--- config.mk ---
export PLATFORM = sky130hd
export DESIGN_NAME = mem_port_arbiter
export DESIGN_NICKNAME = d
export VERILOG_FILES = /design/src/rtl/mem_port_arbiter.sv
export SDC_FILE = /design/constraint.sdc
export NUM_CORES = 1
export LEC_CHECK = 0
export ABC_AREA = 1
export BUFFER_PORTS_ARGS = -buffer_cell sky130_fd_sc_hd__buf_2
export CAP_MARGIN = 20
export CORE_AREA = 5 5 179 181
export CTS_CLUSTER_DIAMETER = 60
export CTS_CLUSTER_SIZE = 20
export DETAILED_ROUTE_END_ITERATION = 8
export DIE_AREA = 0 0 184 186
export PLACE_DENSITY = 0.63
export SLEW_MARGIN = 5
export SYNTH_ARGS = -nofsm -noshare
export SYNTH_HDL_FRONTEND = slang
export SYNTH_SLANG_ARGS = --single-unit
export TNS_END_PERCENT = 1
--- constraint.sdc ---
create_clock -name clk -period 1.8 [get_ports clk]
set_input_delay 0.18 -clock clk [delete_from_list [all_inputs] [get_ports clk]]
set_output_delay 0.18 -clock clk [all_outputs]
set_load 0.02 [all_outputs]
--- src/rtl/mem_port_arbiter.sv ---
// Shares one memory port between fetch (128-bit reads) and LSU (32-bit ld/st); one transaction in flight.
// Ready->rvalid is 3 cycles minimum (2 when rvalid rides with gnt); mem_gnt low holds the request and keeps both readies at 0.
module mem_port_arbiter #(
    parameter int LSU_MAX_STREAK = 4,
    parameter int STREAK_W       = 3
) (
    input  logic          clk,
    input  logic          rst,
    input  logic          if_req,
    input  logic [31:0]   if_addr,
    output logic          if_ready,
    output logic          if_rvalid,
    output logic [127:0]  if_rdata,
    input  logic          ls_req,
    input  logic          ls_we,
    input  logic [31:0]   ls_addr,
    input  logic [31:0]   ls_wdata,
    output logic          ls_ready,
    output logic          ls_rvalid,
    output logic [31:0]   ls_rdata,
    output logic          mem_req,
    output logic          mem_we,
    output logic          mem_wide,
    output logic [31:0]   mem_addr,
    output logic [31:0]   mem_wdata,
    input  logic          mem_gnt,
    input  logic          mem_rvalid,
    input  logic [127:0]  mem_rdata,
    output logic          busy
);

    typedef enum logic [1:0] {IDLE, REQ, WAIT, RESP} state_t;

    localparam logic [STREAK_W-1:0] STREAK_MAX = STREAK_W'(LSU_MAX_STREAK);

    state_t              state_q;
    logic                owner_ls_q;
    logic [STREAK_W-1:0] streak_q;
    logic [STREAK_W-1:0] streak_d;
    logic                mem_req_q;
    logic                mem_we_q;
    logic                mem_wide_q;
    logic [31:0]         mem_addr_q;
    logic [31:0]         mem_wdata_q;
    logic                if_rvalid_q;
    logic                ls_rvalid_q;
    logic [127:0]        if_rdata_q;
    logic [31:0]         ls_rdata_q;

    logic grant_if;
    logic grant_ls;
    logic fetch_forced;
    logic resp_take;
    logic if_addr_unused;

    // Fetch bundles are 16-byte aligned, so the low PC bits never reach memory.
    assign if_addr_unused = ^if_addr[3:0];

    assign fetch_forced = if_req && (streak_q == STREAK_MAX);
    assign grant_ls     = (state_q == IDLE) && ls_req && !fetch_forced;
    assign grant_if     = (state_q == IDLE) && if_req && !grant_ls;
    assign resp_take    = mem_rvalid && (((state_q == REQ) && mem_gnt) || (state_q == WAIT));

    always_comb begin
        streak_d = streak_q;
        if (grant_ls && if_req) begin
            if (streak_q != STREAK_MAX) begin
                streak_d = streak_q + STREAK_W'(1);
            end
        end else if (grant_if || grant_ls) begin
            streak_d = '0;
        end
    end

    always_ff @(posedge clk or negedge rst) begin
        if (!rst) begin
            state_q     <= IDLE;
            owner_ls_q  <= 1'b0;
            streak_q    <= '0;
            mem_req_q   <= 1'b0;
            mem_we_q    <= 1'b0;
            mem_wide_q  <= 1'b0;
            mem_addr_q  <= '0;
            mem_wdata_q <= '0;
            if_rvalid_q <= 1'b0;
            ls_rvalid_q <= 1'b0;
            if_rdata_q  <= '0;
            ls_rdata_q  <= '0;
        end else begin
            if_rvalid_q <= 1'b0;
            ls_rvalid_q <= 1'b0;
            case (state_q)
                IDLE: begin
                    if (grant_if || grant_ls) begin
                        state_q    <= REQ;
                        mem_req_q  <= 1'b1;
                        owner_ls_q <= grant_ls;
                        streak_q   <= streak_d;
                        if (grant_ls) begin
                            mem_addr_q  <= ls_addr;
                            mem_we_q    <= ls_we;
                            mem_wide_q  <= 1'b0;
                            mem_wdata_q <= ls_wdata;
                        end else begin
                            mem_addr_q  <= {if_addr[31:4], 4'b0};
                            mem_we_q    <= 1'b0;
                            mem_wide_q  <= 1'b1;
                        end
                    end
                end
                REQ: begin
                    if (mem_gnt) begin
                        mem_req_q <= 1'b0;
                        state_q   <= mem_rvalid ? RESP : WAIT;
                    end
                end
                WAIT: begin
                    if (mem_rvalid) begin
                        state_q <= RESP;
                    end
                end
                RESP:    state_q <= IDLE;
                default: state_q <= IDLE;
            endcase

            // A store ack pulses ls_rvalid but leaves the last load data intact.
            if (resp_take) begin
                if (owner_ls_q) begin
                    ls_rvalid_q <= 1'b1;
                    if (!mem_we_q) begin
                        ls_rdata_q <= mem_rdata[31:0];
                    end
                end else begin
                    if_rvalid_q <= 1'b1;
                    if_rdata_q  <= mem_rdata;
                end
            end
        end
    end

    assign if_ready  = grant_if;
    assign ls_ready  = grant_ls;
    assign if_rvalid = if_rvalid_q;
    assign ls_rvalid = ls_rvalid_q;
    assign if_rdata  = if_rdata_q;
    assign ls_rdata  = ls_rdata_q;
    assign mem_req   = mem_req_q;
    assign mem_we    = mem_we_q;
    assign mem_wide  = mem_wide_q;
    assign mem_addr  = mem_addr_q;
    assign mem_wdata = mem_wdata_q;
    assign busy      = (state_q != IDLE);

endmodule

* After elaboration in Yosys (flattened, before gate mapping) *
Index checks and enable logic that the tools add are counted.

operators by class
  add/subtract/negate cells = 1
  equal/unequal tests = 9
  muxes and demuxes = 17
  bitwise logic cells = 2
  reductions and logical operators = 22

operators with widths
  cell                                                                     number
  32-bit 2-to-1 mux                                                        1
  3-bit AND reduction                                                      5
  1-bit 2-to-1 mux                                                         9
  1-bit logical AND                                                        8
  2-bit case mux with 4 select lines                                       1
  2-bit 2-to-1 mux                                                         3
  3-bit 2-to-1 mux                                                         2
  2-bit equality test, second input constant                               2
  2-bit by 1-bit inequality test with 1-bit output, second input constant  2
  2-bit inequality test, second input constant                             2
  2-bit AND reduction                                                      2
  2-bit nonzero test                                                       2
  3-bit by 1-bit adder with 3-bit output, second input constant            1
  3-bit equality test, second input constant                               1
  3-bit inequality test, second input constant                             1
  2-bit by 1-bit equality test with 1-bit output, second input constant    1
  1-bit zero test                                                          2
  2-bit zero test                                                          1
  1-bit logical OR                                                         2
  1-bit NOT                                                                2
  1-bit case mux with 2 select lines                                       1

storage, ports and cells
  flip-flop bits (word level) = 235
  input port bits = 231
  output and inout port bits = 232
  word-level logic and storage cells = 63

* Longest topological paths before layout *
Gate-level depths: netlist (run 1).

  word-level depth = 9
  depth in mapped cells = 10
  gate-level depth less buffers = 8

* Worst setup path after synthesis (run 1) *
Ideal clock, no wire load.

  path kind = reg2out
  start = register state_q[0]
  end = output if_ready
  data arrival time = 1511 ps
  required time = 1620 ps
  setup slack = 109 ps
  cell stages (with the launch flop) = 9
  buffers on the path = 1
  path through = dfrtp_1 -> inv_1 -> ha_1 -> nand2_1 -> inv_2 -> nand2_1 -> inv_2 -> buf_2 -> nor2_1

between the ends
  longest elaborated chain between the ends = 5
  elaborated cells between the ends (all ways) = 6
  classes of those cells = reduce/logical (6)

ends and longest elaborated chain
  element                         line  text
  from (decl)                     36    state_t state_q;
  from (signal assigned)          114   state_q <= mem_rvalid ? RESP : WAIT;
  2-bit zero test                 60    assign grant_ls = (state_q == IDLE) && ls_req && !fetch_forced;
  1-bit logical AND (2 in a row)  60
  named net ls_ready              18    output logic ls_ready,
  1-bit zero test                 61    assign grant_if = (state_q == IDLE) && if_req && !grant_ls;
  1-bit logical AND               61
  to (decl)                       11    output logic if_ready,

The timed path passes the listed nets, and every way through them passes these cells.

* Final worst setup path (run 1) *
  start = register state_q[1]
  end = output if_ready

between the ends
  longest elaborated chain between the ends = 5
  elaborated cells between the ends (all ways) = 6
  classes of those cells = reduce/logical (6)

ends and longest elaborated chain
  element                         line
  2-bit zero test *               60, 61
  1-bit logical AND (2 in a row)  60
  1-bit zero test                 61
  1-bit logical AND *             61

Mark *: on every way between the ends. The rest lies on a longest branch, timed or not.

==> results of run 1 <==
-- final timing paths --
path,start,to,slack [ps],depth (start not counted)
min reg2reg,ls_rdata[22]$_DFFE_PN0P_,ls_rdata[22]$_DFFE_PN0P_,470,2
max,state_q[1]$_DFFE_PN0P_,if_ready,-20,5
max reg2reg,state_q[1]$_DFFE_PN0P_,if_rdata[56]$_DFFE_PN0P_,80,8
max in group asynchronous,rst,if_rdata[109]$_DFFE_PN0P_,940,3
min,if_req,streak_q[2]$_DFFE_PN0P_,70,3
min in group asynchronous,rst,if_rdata[65]$_DFFE_PN0P_,210,2
-- timing repair --
item                                    CTS  global route
hold buffers                            224             0
buffers inserted                          5             8
gates resized for setup                  14            11
pin swaps                                 2             3
endpoints found under the setup margin    2           144
endpoints found under the hold margin   322             0
cloned                                    0             0
-- critical path, cell delays in order, from the launching register on --
cell and delay [ps]:
dfrtp_1 400, inv_2 100, ha_4 180, o21ai_2 180
nor2_4 150, buf_6 120
-- power by group through the flow --
| stage | combinational [mW] | clock, mW | sequential, mW |
|---|---|---|---|
| 6_report | 11.8 | 4.60 | 8.93 |
| 5_1_grt | 12.8 | 4.99 | 9.22 |
| 4_1_cts | 11.6 | 4.78 | 8.89 |
| 3_5_place_dp | 11.1 | 0 | 8.96 |
| 3_3_place_gp | 10.9 | 0 | 8.90 |
| 2_1_floorplan | 3.71 | 0 | 11.8 |
-- sequential cells by signal, indices dropped and copies added, names as in the netlist, 2 cells and up --
| name | cells |
|---|---|
| mem_wdata | 32 |
| state_q | 2 |
| ls_rdata | 32 |
| streak_q | 3 |
| if_rdata | 128 |
| mem_addr | 32 |
-- cells by family (layout without fill, tap and decap cells) --
group                    count (synthesis)  count (layout)
AO/OA/AOI/OAI                            7               7
buffers and inverters                   78             782
AND/OR/NAND/NOR                        739             739
flip-flops                             235             235
XOR/XNOR                                 1               1
adder cells (fa/ha/maj)                  6               6
other                                    0               1
-- final cells by class --
class                   count  area [um2]
diodes                      1       2.502
clock inverters            13       155.1
multi-input cells         753        3156
inverters                  18       75.07
flip-flops and latches    235        5881
repair buffers            728        5092
fillers                  2673       14860
clock buffers              23       553.0
well taps                 396       495.5
-- per-layer routing --
layer  global-route usage, %  wire length, um  vias up
li1                        -                -     4696
met1                   23.94            13310     4515
met2                   34.64            17640      534
met3                   4.749             3382       65
met4                   5.856             1006        0
met5                       0                0        -
-- cell usage in the layout (no fill, tap or decap), types with 3 or more instances in the layout --
cell / count
nand2_1: 603
buf_2: 455
dfrtp_1: 235
dlygate4sd3_1: 224
nand3_1: 122
buf_4: 32
clkbuf_16: 21
inv_1: 13
buf_12: 12
inv_6: 5
o21ai_0: 5
nor2_1: 4
nand2_4: 3
inv_2: 3
nor2_4: 3
ha_1: 3
clkinv_8: 3
-- through the flow --
stage,cell area (um2),cells,util [%]
global placement,12260,1893,40.51
global route,15410,2166,50.90
finish,15410,2167,50.91
detailed placement,12260,1893,40.51
floorplan,9395,1066,-
CTS,15300,2158,50.53
==> impl_summary.txt, run 1 <==
----------------------------------------------------
[Clock network]
  Sinks on Clock Net ... 235
  Deepest level of the CTS H-tree ... 1
  Number of buffers created by CTS ... 20
  Clock slew at reported path FFs ... 80 ps
  CTS tree ... done
  Worst-Skew Late Latency ... 510 ps
  CTS Buffer Depth ... 3
  Clk Tree Root Cell ... clkbuf_16

[Pwr]
  Power per cell area ... 1641 nW/um2
  Reported net switching power ... 11.11 mW
  Cell internal pwr ... 14.18 mW
  Part of the power in combinational logic ... 46.5%
  Register share of total power ... 35.3%
  LEAKAGE ... 8.604 nW
  Net switching share of the total power ... 43.93%
  Clock power frac ... 18.2%
  Peak supply drop ... 1.099 mV
  Total power draw ... 25.29 mW

[STA]
  Total negative slack for setup checks ... -22.55 ps
  Final worst clock skew ... 13.65 ps
  Worst-case headroom to the max-slew limit ... 61.56%
  Post-route setup slack ... -22.55 ps
  Hold Slack ... 69.07 ps
  Ratio of final minimum period to clock period ... 101.3%
  Time the final worst path needs with I/O delays and setup ... 1823 ps
  Highest achievable clock rate ... 548.7 MHz
  Number of max-slew violations in the final report ... 0
  RSZ-0062 raised after global routing ... yes
  Setup violations, final ... 1
  Slew of the pin with the lowest slew margin ... 576.6 ps
  Final hold vios ... 0

[Yosys]
  Most used DFF post-synth ... dfrtp_1
  Proportion of synthesized chip area in sequential cells ... 62.59%
  Warnings from Yosys ... 0
  Gate count of the mapped netlist ... 1,066
  Simple-Gate Fraction of Synth Area ... 31.26%
  Xor/xnor cell area share of the yosys netlist ... 0.09322%
  Count of cell types in the netlist ... 18
  Combinational family with the most area after synthesis ... simple AND/OR/NAND/NOR gates
  Synthesized Nets ... 1,303
  Post-synth top area share ... 62.59%
  Netlist area before placement ... 9395 um2
  Most frequent cell after synthesis ... nand2_1
  Synth area leaders ... dfrtp_1 (63%), nand2_1 (24%), nand3_1 (6.6%)
  Ranking of synthesized cells by instance count ... nand2_1 (607), dfrtp_1 (235), nand3_1 (123)
  Yosys top cell by area ... dfrtp_1
  Async S/R FF share, synth ... 100.0%
  Synth Area in Adders ... 0.7990%
  Post-synthesis register bit count ... 235
  Multiplexer fraction of the synthesized cell area ... 0%
  Synth Area in Compound Gates ... 0.4927%
  Average instance area after synthesis ... 8.814 um2
  Number of synthesized flops with an enable pin ... 0

[Route]
  Detailed-route via count ... 9,810
  Via-to-Cell Ratio ... 4.527
  Overall routed net length ... 35,340 um
  Routed wirelength normalized by instance count ... 16.31 um
  Iteration-0 DRC count of the detailed router ... 526
  Final routed DRC violation total ... 0
  Final antenna-violating net count ... 0
  Drt first pass iters ... 5

[Die]
  # IOs ... 463
  Overall die area ... 34,220 um2
  Total number of placement rows ... 64
  Area of the core ... 30,270 um2
  Floorplan die width ... 184 um
  Effective utilization at floorplan ... 31.04%
  Chip Height ... 186 um

[Global routing]
  Pin count of the biggest net entering global routing ... 81
  Overall overflow remaining after global route ... 0
  Global routing usage summed across all routing layers ... 19.65%
  First-pass GRT wire length ... 54,550 um
  Vias in the first global route ... 10,120
  Antenna violations before repair ... 0

[Outcome]
  Result of the run ... complete, but fails checks
  Failing checks ... negative setup slack

[Place]
  Final Wtd Congestion ... 0.8224
  Dpl ws ... 60.48 ps
  Count of buffers from port buffering ... 458
  Detailed-placement wirelength estimate ... 23,320 um

[Cells and area]
  Layout cells sized above 1 ... 31.58%
  Area grow syn2layout ... 64.02%
  Final net count ... 1,993

[Worst setup path]
  Largest fanout on the critical path ... 9
  Data required time of the worst path ... 1620 ps
  WS Path Type ... reg2out
  Critical Path End Type ... primary output
  Launching element type of the critical path ... register
  Arrival time of the worst setup path ... 1640 ps

[Worst hold path]
  Worst hold path type ... in2reg

[Flow run]
  Maximum capacitance violations ... 0

----------------------------------------------------
Note: power is estimated with default switching activity, not from simulation.
==> run 2: changes to the inputs <==
HOLD_SLACK_MARGIN = 0.15   (was not set)
==> run 2 against run 1 <==
  * The flow still finishes with violations (negative setup slack)
  * Clock skew down 0.66 ps
  * Worst hold slack better by 140 ps
  * Wire length down 0.14%
  * Clock power about the same
==> impl_summary.txt, run 2 (synthesis results as in run 1) <==
----------------------------------------------------
[Outcome]
  Result of the run ... complete, but fails checks
  Failing checks ... negative setup slack

[Worst setup path]
  Data required time of the worst path ... 1620 ps (about the same)
  Slack of the worst reg-to-reg path ... 90 ps (about the same)
  Largest fanout on the critical path ... 9 (unchanged)
  Critical Path End Type ... primary output
  Launching element type of the critical path ... register
  Reg-to-reg endpoint ... if_rdata[56]$_DFFE_PN0P_
  Worst-path cell with the longest stage delay ... dfrtp_1
  Worst reg2reg path depth ... 8 (unchanged)
  Slowest Stage Delay on Critical Path ... 400 ps (about the same)
  WS Path Type ... reg2out
  Crit path cell chain ... inv_2 > ha_4 > o21ai_2 > nor2_4 > buf_6
  Arrival time of the worst setup path ... 1650 ps (about the same)
  Beginning of the worst register-to-register path ... state_q[1]$_DFFE_PN0P_

[Die]
  Overall die area ... 34,220 um2 (unchanged)
  Floorplan die width ... 184 um (unchanged)
  Effective utilization at floorplan ... 31.04% (unchanged)
  Total number of placement rows ... 64 (unchanged)
  Area of the core ... 30,270 um2 (unchanged)
  Chip Height ... 186 um (unchanged)
  # IOs ... 463 (unchanged)

[Worst hold path]
  Worst hold path type ... in2async

[Clock network]
  Clk Tree Root Cell ... clkbuf_16
  Number of buffers created by CTS ... 20 (unchanged)
  Worst-Skew Late Latency ... 510 ps (about the same)
  CTS Buffer Depth ... 3 (unchanged)
  Deepest level of the CTS H-tree ... 1 (unchanged)
  CTS tree ... done
  Sinks on Clock Net ... 235 (unchanged)
  Clock slew at reported path FFs ... 80 ps (about the same)

[Cells and area]
  Post-route design area ... 15,430 um2 (+0.13%)
  Commonest non-fill, non-tap cells in the layout ... nand2_1 (603), buf_2 (455), dfrtp_1 (235)
  Final instance count without filler cells ... 2,169 (+0.092%)
  Filler cell count ... 2,672 (-0.037%)
  Final net count ... 1,995 (+0.10%)
  Layout cells sized above 1 ... 31.55% (-0.036 points)
  Max FFs per register ... 128 (unchanged)
  Area grow syn2layout ... 64.23%
  Commonest non-fill, non-tap cell in the layout ... nand2_1

[STA]
  Number of max-slew violations in the final report ... 0 (unchanged)
  Time the final worst path needs with I/O delays and setup ... 1825 ps (+2.661 ps)
  Ratio of final minimum period to clock period ... 101.4% (+0.15 points)
  Worst-case headroom to the max-slew limit ... 61.06% (-0.50 points)
  Highest achievable clock rate ... 547.9 MHz (-0.15%)
  Final worst clock skew ... 12.99 ps (-0.6637 ps)
  Final hold vios ... 0 (unchanged)
  Hold Slack ... 205.4 ps (+136.3 ps)
  Post-route setup slack ... -25.21 ps (-2.661 ps)
  Slew of the pin with the lowest slew margin ... 584.0 ps (+7.465 ps)
  Setup violations, final ... 1 (unchanged)
  RSZ-0062 raised after global routing ... yes

[Place]
  Placed Cells incl. Taps ... 1,893 (unchanged)
  Detailed-placement wirelength estimate ... 23,320 um (unchanged)
  Count of buffers from port buffering ... 458 (unchanged)
  Final Wtd Congestion ... 0.8224 (unchanged)
  Post-Place Cell Area ... 12,260 um2 (unchanged)

[Global routing]
  Pin count of the biggest net entering global routing ... 81 (unchanged)
  Layer with the highest usage ... met2
  First-pass GRT wire length ... 54,620 um (+0.13%)
  Antenna violations before repair ... 0 (unchanged)
  Grt met1 use ... 24.01% (+0.072 points)
  Overall overflow remaining after global route ... 0 (unchanged)
  Vias in the first global route ... 10,120 (-0.049%)
  Met2 usage ... 34.64% (unchanged)
  Global routing usage summed across all routing layers ... 19.66% (about the same)
  Met3 track demand over resource in global routing ... 4.866% (+0.12 points)

[Route]
  Iteration-0 DRC count of the detailed router ... 609 (+16%)
  Drt first pass iters ... 5 (unchanged)
  Detailed-route via count ... 9,824 (+0.14%)
  Overall routed net length ... 35,290 um (-0.14%)
  Routed wirelength normalized by instance count ... 16.27 um (-0.23%)
  Via-to-Cell Ratio ... 4.529 (about the same)
  Final antenna-violating net count ... 0 (unchanged)
  Final routed DRC violation total ... 0 (unchanged)

[Pwr]
  Power per cell area ... 1639 nW/um2 (-0.15%)
  Peak supply drop ... 1.102 mV (+0.32%)
  LEAKAGE ... 8.613 nW (about the same)
  Total power draw ... 25.29 mW (about the same)

[Flow run]
  Maximum capacitance violations ... 0 (unchanged)

----------------------------------------------------
## run 2: cell count changes in the layout (fill, tap and decap cells not counted), sizes merged
cell,before,now
dlygate4sd3,224,226
## run 2: metrics by stage
step / worst slack, ps / TNS [ps] / utilization [%]
floorplan: 108.5 / 0 / -
global placement: 97.42 / 0 / 40.51
detailed placement: 60.48 / 0 / 40.51
CTS: -54.31 / -85.24 / 50.60
global route: -105.3 / -190.9 / 50.97
finish: -25.21 / -25.21 / 50.98
## run 2: layout make-up
cell class                 instances  area [um2]  area share, %
sequential                       235        5881          38.11
antenna                            1       2.502        0.01622
clock buffer                      23       553.0          3.584
tap                              396       495.5          3.211
clock inverter                    13       155.1          1.006
timing repair buffer             730        5112          33.13
multi-input combinational        753        3156          20.45
inverter                          18       75.07         0.4865
## run 2: how the worst max path moves through the flow
stage	startpoint	to	slack, ps	cells after the start
after global routing	state_q[1]$_DFFE_PN0P_	if_ready	-110	8
after global placement	state_q[0]$_DFFE_PN0P_	mem_addr[27]$_DFFE_PN0P_	100	8
after detailed placement	state_q[0]$_DFFE_PN0P_	mem_addr[27]$_DFFE_PN0P_	60	8
after floorplan	state_q[0]$_DFFE_PN0P_	if_ready	110	8
final	state_q[1]$_DFFE_PN0P_	if_ready	-30	5
after CTS	streak_q[0]$_DFFE_PN0P_	if_ready	-50	7
## run 2: critical path: cells and delay by family, from the launching register on
family                   cells  cell delay (ps)
AO/OA/AOI/OAI                1              180
adder cells (fa/ha/maj)      1              180
buffers and inverters        2              220
flip-flops                   1              400
AND/OR/NAND/NOR              1              160
## run 2: report_power, final
group | leakage (nW) | switching (mW) | internal [mW] | total, mW
Combinational | 5.32 | 7.69 | 4.07 | 11.8
Clock | 0.342 | 2.14 | 2.45 | 4.60
Sequential | 2.95 | 1.27 | 7.66 | 8.93
Total | 8.61 | 11.1 | 14.2 | 25.3
## run 2: timing repair
item,CTS,global route
pin swaps,2,3
resized for setup,14,11
setup buffers,5,8
hold endpoints to repair,468,0
hold buffers,226,0
endpoints found under the setup margin,2,144
## run 2: routing by layer
metal	vias up	share of wire (%)
met5	-	0
met4	0	2.7
met3	63	9.7
met2	528	50
met1	4535	38
li1	4698	-
==> run 3: changes to the inputs <==
RECOVER_POWER = 100   (was not set)
==> run 3 against run 2 <==
  * Global-route usage did not move
  * Critical endpoint unchanged
  * Register-to-register slack got worse by 20 ps
  * Sequential cell count did not move
  * Critical path depth did not move
  * Utilization fell by 1.1 points
  * Worst setup slack got worse by 8.7 ps
  * Critical path type unchanged
  * Fmax fell by 0.47%
  * Cell count barely moved
  * The flow still finishes with violations (negative setup slack)
  * Non-clock buffer count did not move
==> impl_summary.txt, run 3 (synthesis results as in run 1) <==
----------------------------------------------------
[Worst setup path]
  Beginning of the worst register-to-register path ... state_q[1]$_DFFE_PN0P_
  Worst reg2reg path depth ... 9 (+1)
  Reg-to-reg endpoint ... if_rdata[56]$_DFFE_PN0P_
  Slack of the worst reg-to-reg path ... 70 ps (-20 ps)
  Critical Path End Type ... primary output
  Arrival time of the worst setup path ... 1650 ps (about the same)
  Data required time of the worst path ... 1620 ps (about the same)
  Largest fanout on the critical path ... 9 (unchanged)
  Launching element type of the critical path ... register
  WS Path Type ... reg2out

[Cells and area]
  Filler cell count ... 2,815 (+5.4%)
  Final net count ... 1,995 (unchanged)
  Final instance count without filler cells ... 2,168 (-0.046%)
  Post-route design area ... 15,100 um2 (-2.2%)
  Diodes inserted ... 0 (-1)
  Commonest non-fill, non-tap cell in the layout ... nand2_1
  Area grow syn2layout ... 60.67%
  Commonest non-fill, non-tap cells in the layout ... nand2_1 (604), dfrtp_1 (235), clkbuf_1 (229)
  Max FFs per register ... 128 (unchanged)
  Layout cells sized above 1 ... 18.57% (-13 points)
  Total area of multi-input combinational cells ... 3153 um2 (about the same)
  Final core occ ... 49.87% (-1.1 points)
  Sequential cell area ... 5881 um2 (unchanged)

[Pwr]
  Power per cell area ... 1639 nW/um2 (about the same)
  Total power draw ... 24.75 mW (-2.1%)
  Peak supply drop ... 1.105 mV (+0.25%)
  LEAKAGE ... 7.826 nW (-9.1%)

[Die]
  Floorplan die width ... 184 um (unchanged)
  Effective utilization at floorplan ... 31.04% (unchanged)
  Chip Height ... 186 um (unchanged)
  Overall die area ... 34,220 um2 (unchanged)
  Total number of placement rows ... 64 (unchanged)
  Area of the core ... 30,270 um2 (unchanged)
  # IOs ... 463 (unchanged)

[Clock network]
  Sinks on Clock Net ... 235 (unchanged)
  CTS Buffer Depth ... 3 (unchanged)
  Number of buffers created by CTS ... 20 (unchanged)
  CTS tree ... done
  Clk Tree Root Cell ... clkbuf_16
  Worst-Skew Late Latency ... 510 ps (about the same)
  Clock slew at reported path FFs ... 80 ps (about the same)
  Deepest level of the CTS H-tree ... 1 (unchanged)

[STA]
  Final hold vios ... 0 (unchanged)
  Ratio of final minimum period to clock period ... 101.9% (+0.48 points)
  Slew of the pin with the lowest slew margin ... 1312 ps (+727.7 ps)
  Number of max-slew violations in the final report ... 0 (unchanged)
  Time the final worst path needs with I/O delays and setup ... 1834 ps (+8.680 ps)
  Total negative slack for setup checks ... -33.89 ps (-8.680 ps)
  Setup violations, final ... 1 (unchanged)
  Highest achievable clock rate ... 545.3 MHz (-0.47%)
  Post-route setup slack ... -33.89 ps (-8.680 ps)
  Worst-case headroom to the max-slew limit ... 12.55% (-49 points)
  RSZ-0062 raised after global routing ... yes
  Hold Slack ... 398.9 ps (+193.6 ps)
  Final worst clock skew ... 13.29 ps (+0.2976 ps)

[Place]
  Dpl ws ... 60.48 ps (unchanged)
  Final Wtd Congestion ... 0.8224 (unchanged)
  Count of buffers from port buffering ... 458 (unchanged)
  Placed Cells incl. Taps ... 1,893 (unchanged)
  Post-Place Cell Area ... 12,260 um2 (unchanged)
  Detailed-placement wirelength estimate ... 23,320 um (unchanged)

[Worst hold path]
  End point of the worst hold path ... mem_wdata[18]$_DFFE_PN0P_
  Worst hold path type ... in2reg
  Hold-critical path depth ... 4
  Critical hold path startpoint ... ls_wdata[18]

[Route]
  Detailed-route via count ... 9,848 (+0.24%)
  Drt first pass iters ... 5 (unchanged)
  Iteration-0 DRC count of the detailed router ... 537 (-12%)
  Routed wirelength normalized by instance count ... 16.40 um (+0.83%)
  Via-to-Cell Ratio ... 4.542 (+0.29%)
  Final routed DRC violation total ... 0 (unchanged)
  Overall routed net length ... 35,570 um (+0.78%)
  Final antenna-violating net count ... 0 (unchanged)

[Outcome]
  Result of the run ... complete, but fails checks
  Failing checks ... negative setup slack

[Global routing]
  First-pass GRT wire length ... 54,620 um (unchanged)
  Overall overflow remaining after global route ... 0 (unchanged)
  Global routing usage summed across all routing layers ... 19.66% (unchanged)
  Pin count of the biggest net entering global routing ... 81 (unchanged)
  Antenna violations before repair ... 0 (unchanged)
  Vias in the first global route ... 10,120 (unchanged)

[Flow run]
  Maximum capacitance violations ... 0 (unchanged)

----------------------------------------------------
run 3: where the power goes:
group / internal, mW / switching (mW)
registers: 7.67 / 1.36
clock network: 2.45 / 2.16
logic: 3.40 / 7.71
total: 13.5 / 11.2
run 3: layout make-up:
class / count / share of cell area, %
Clock buffer: 23 / 3.663
Clock inverter: 13 / 1.028
Inverter: 18 / 0.4973
Multi-Input combinational cell: 753 / 20.89
Sequential cell: 235 / 38.96
Tap cell: 396 / 3.282
Timing Repair Buffer: 730 / 31.69
run 3: per-layer routing:
layer	share of wire (%)	up-vias	GRT usage, %
met5	0	-	0
met4	2.6	0	5.560
met3	9.2	65	4.866
met2	50	522	34.64
met1	38	4564	24.01
li1	-	4697	-
run 3: repair_timing:
item	in CTS	in global routing
gates resized for setup	14	11
hold buffers	226	0
endpoints found under the hold margin	468	0
pin swaps	2	3
buffers inserted	5	8
endpoints found under the setup margin	2	144
run 3: worst max-delay path by stage:
stage	start	endpoint	slack, ps
2_1_floorplan	state_q[0]$_DFFE_PN0P_	if_ready	110
3_3_place_gp	state_q[0]$_DFFE_PN0P_	mem_addr[27]$_DFFE_PN0P_	100
3_5_place_dp	state_q[0]$_DFFE_PN0P_	mem_addr[27]$_DFFE_PN0P_	60
4_1_cts	streak_q[0]$_DFFE_PN0P_	if_ready	-50
5_1_grt	state_q[1]$_DFFE_PN0P_	if_ready	-110
6_report	state_q[1]$_DFFE_PN0P_	if_ready	-30
run 3: critical path, cell delays in order, from the launching register on:
cell and delay [ps]:
dfrtp_1 400, inv_2 100, ha_4 180, o21ai_2 190, nor2_4 160, buf_6 120
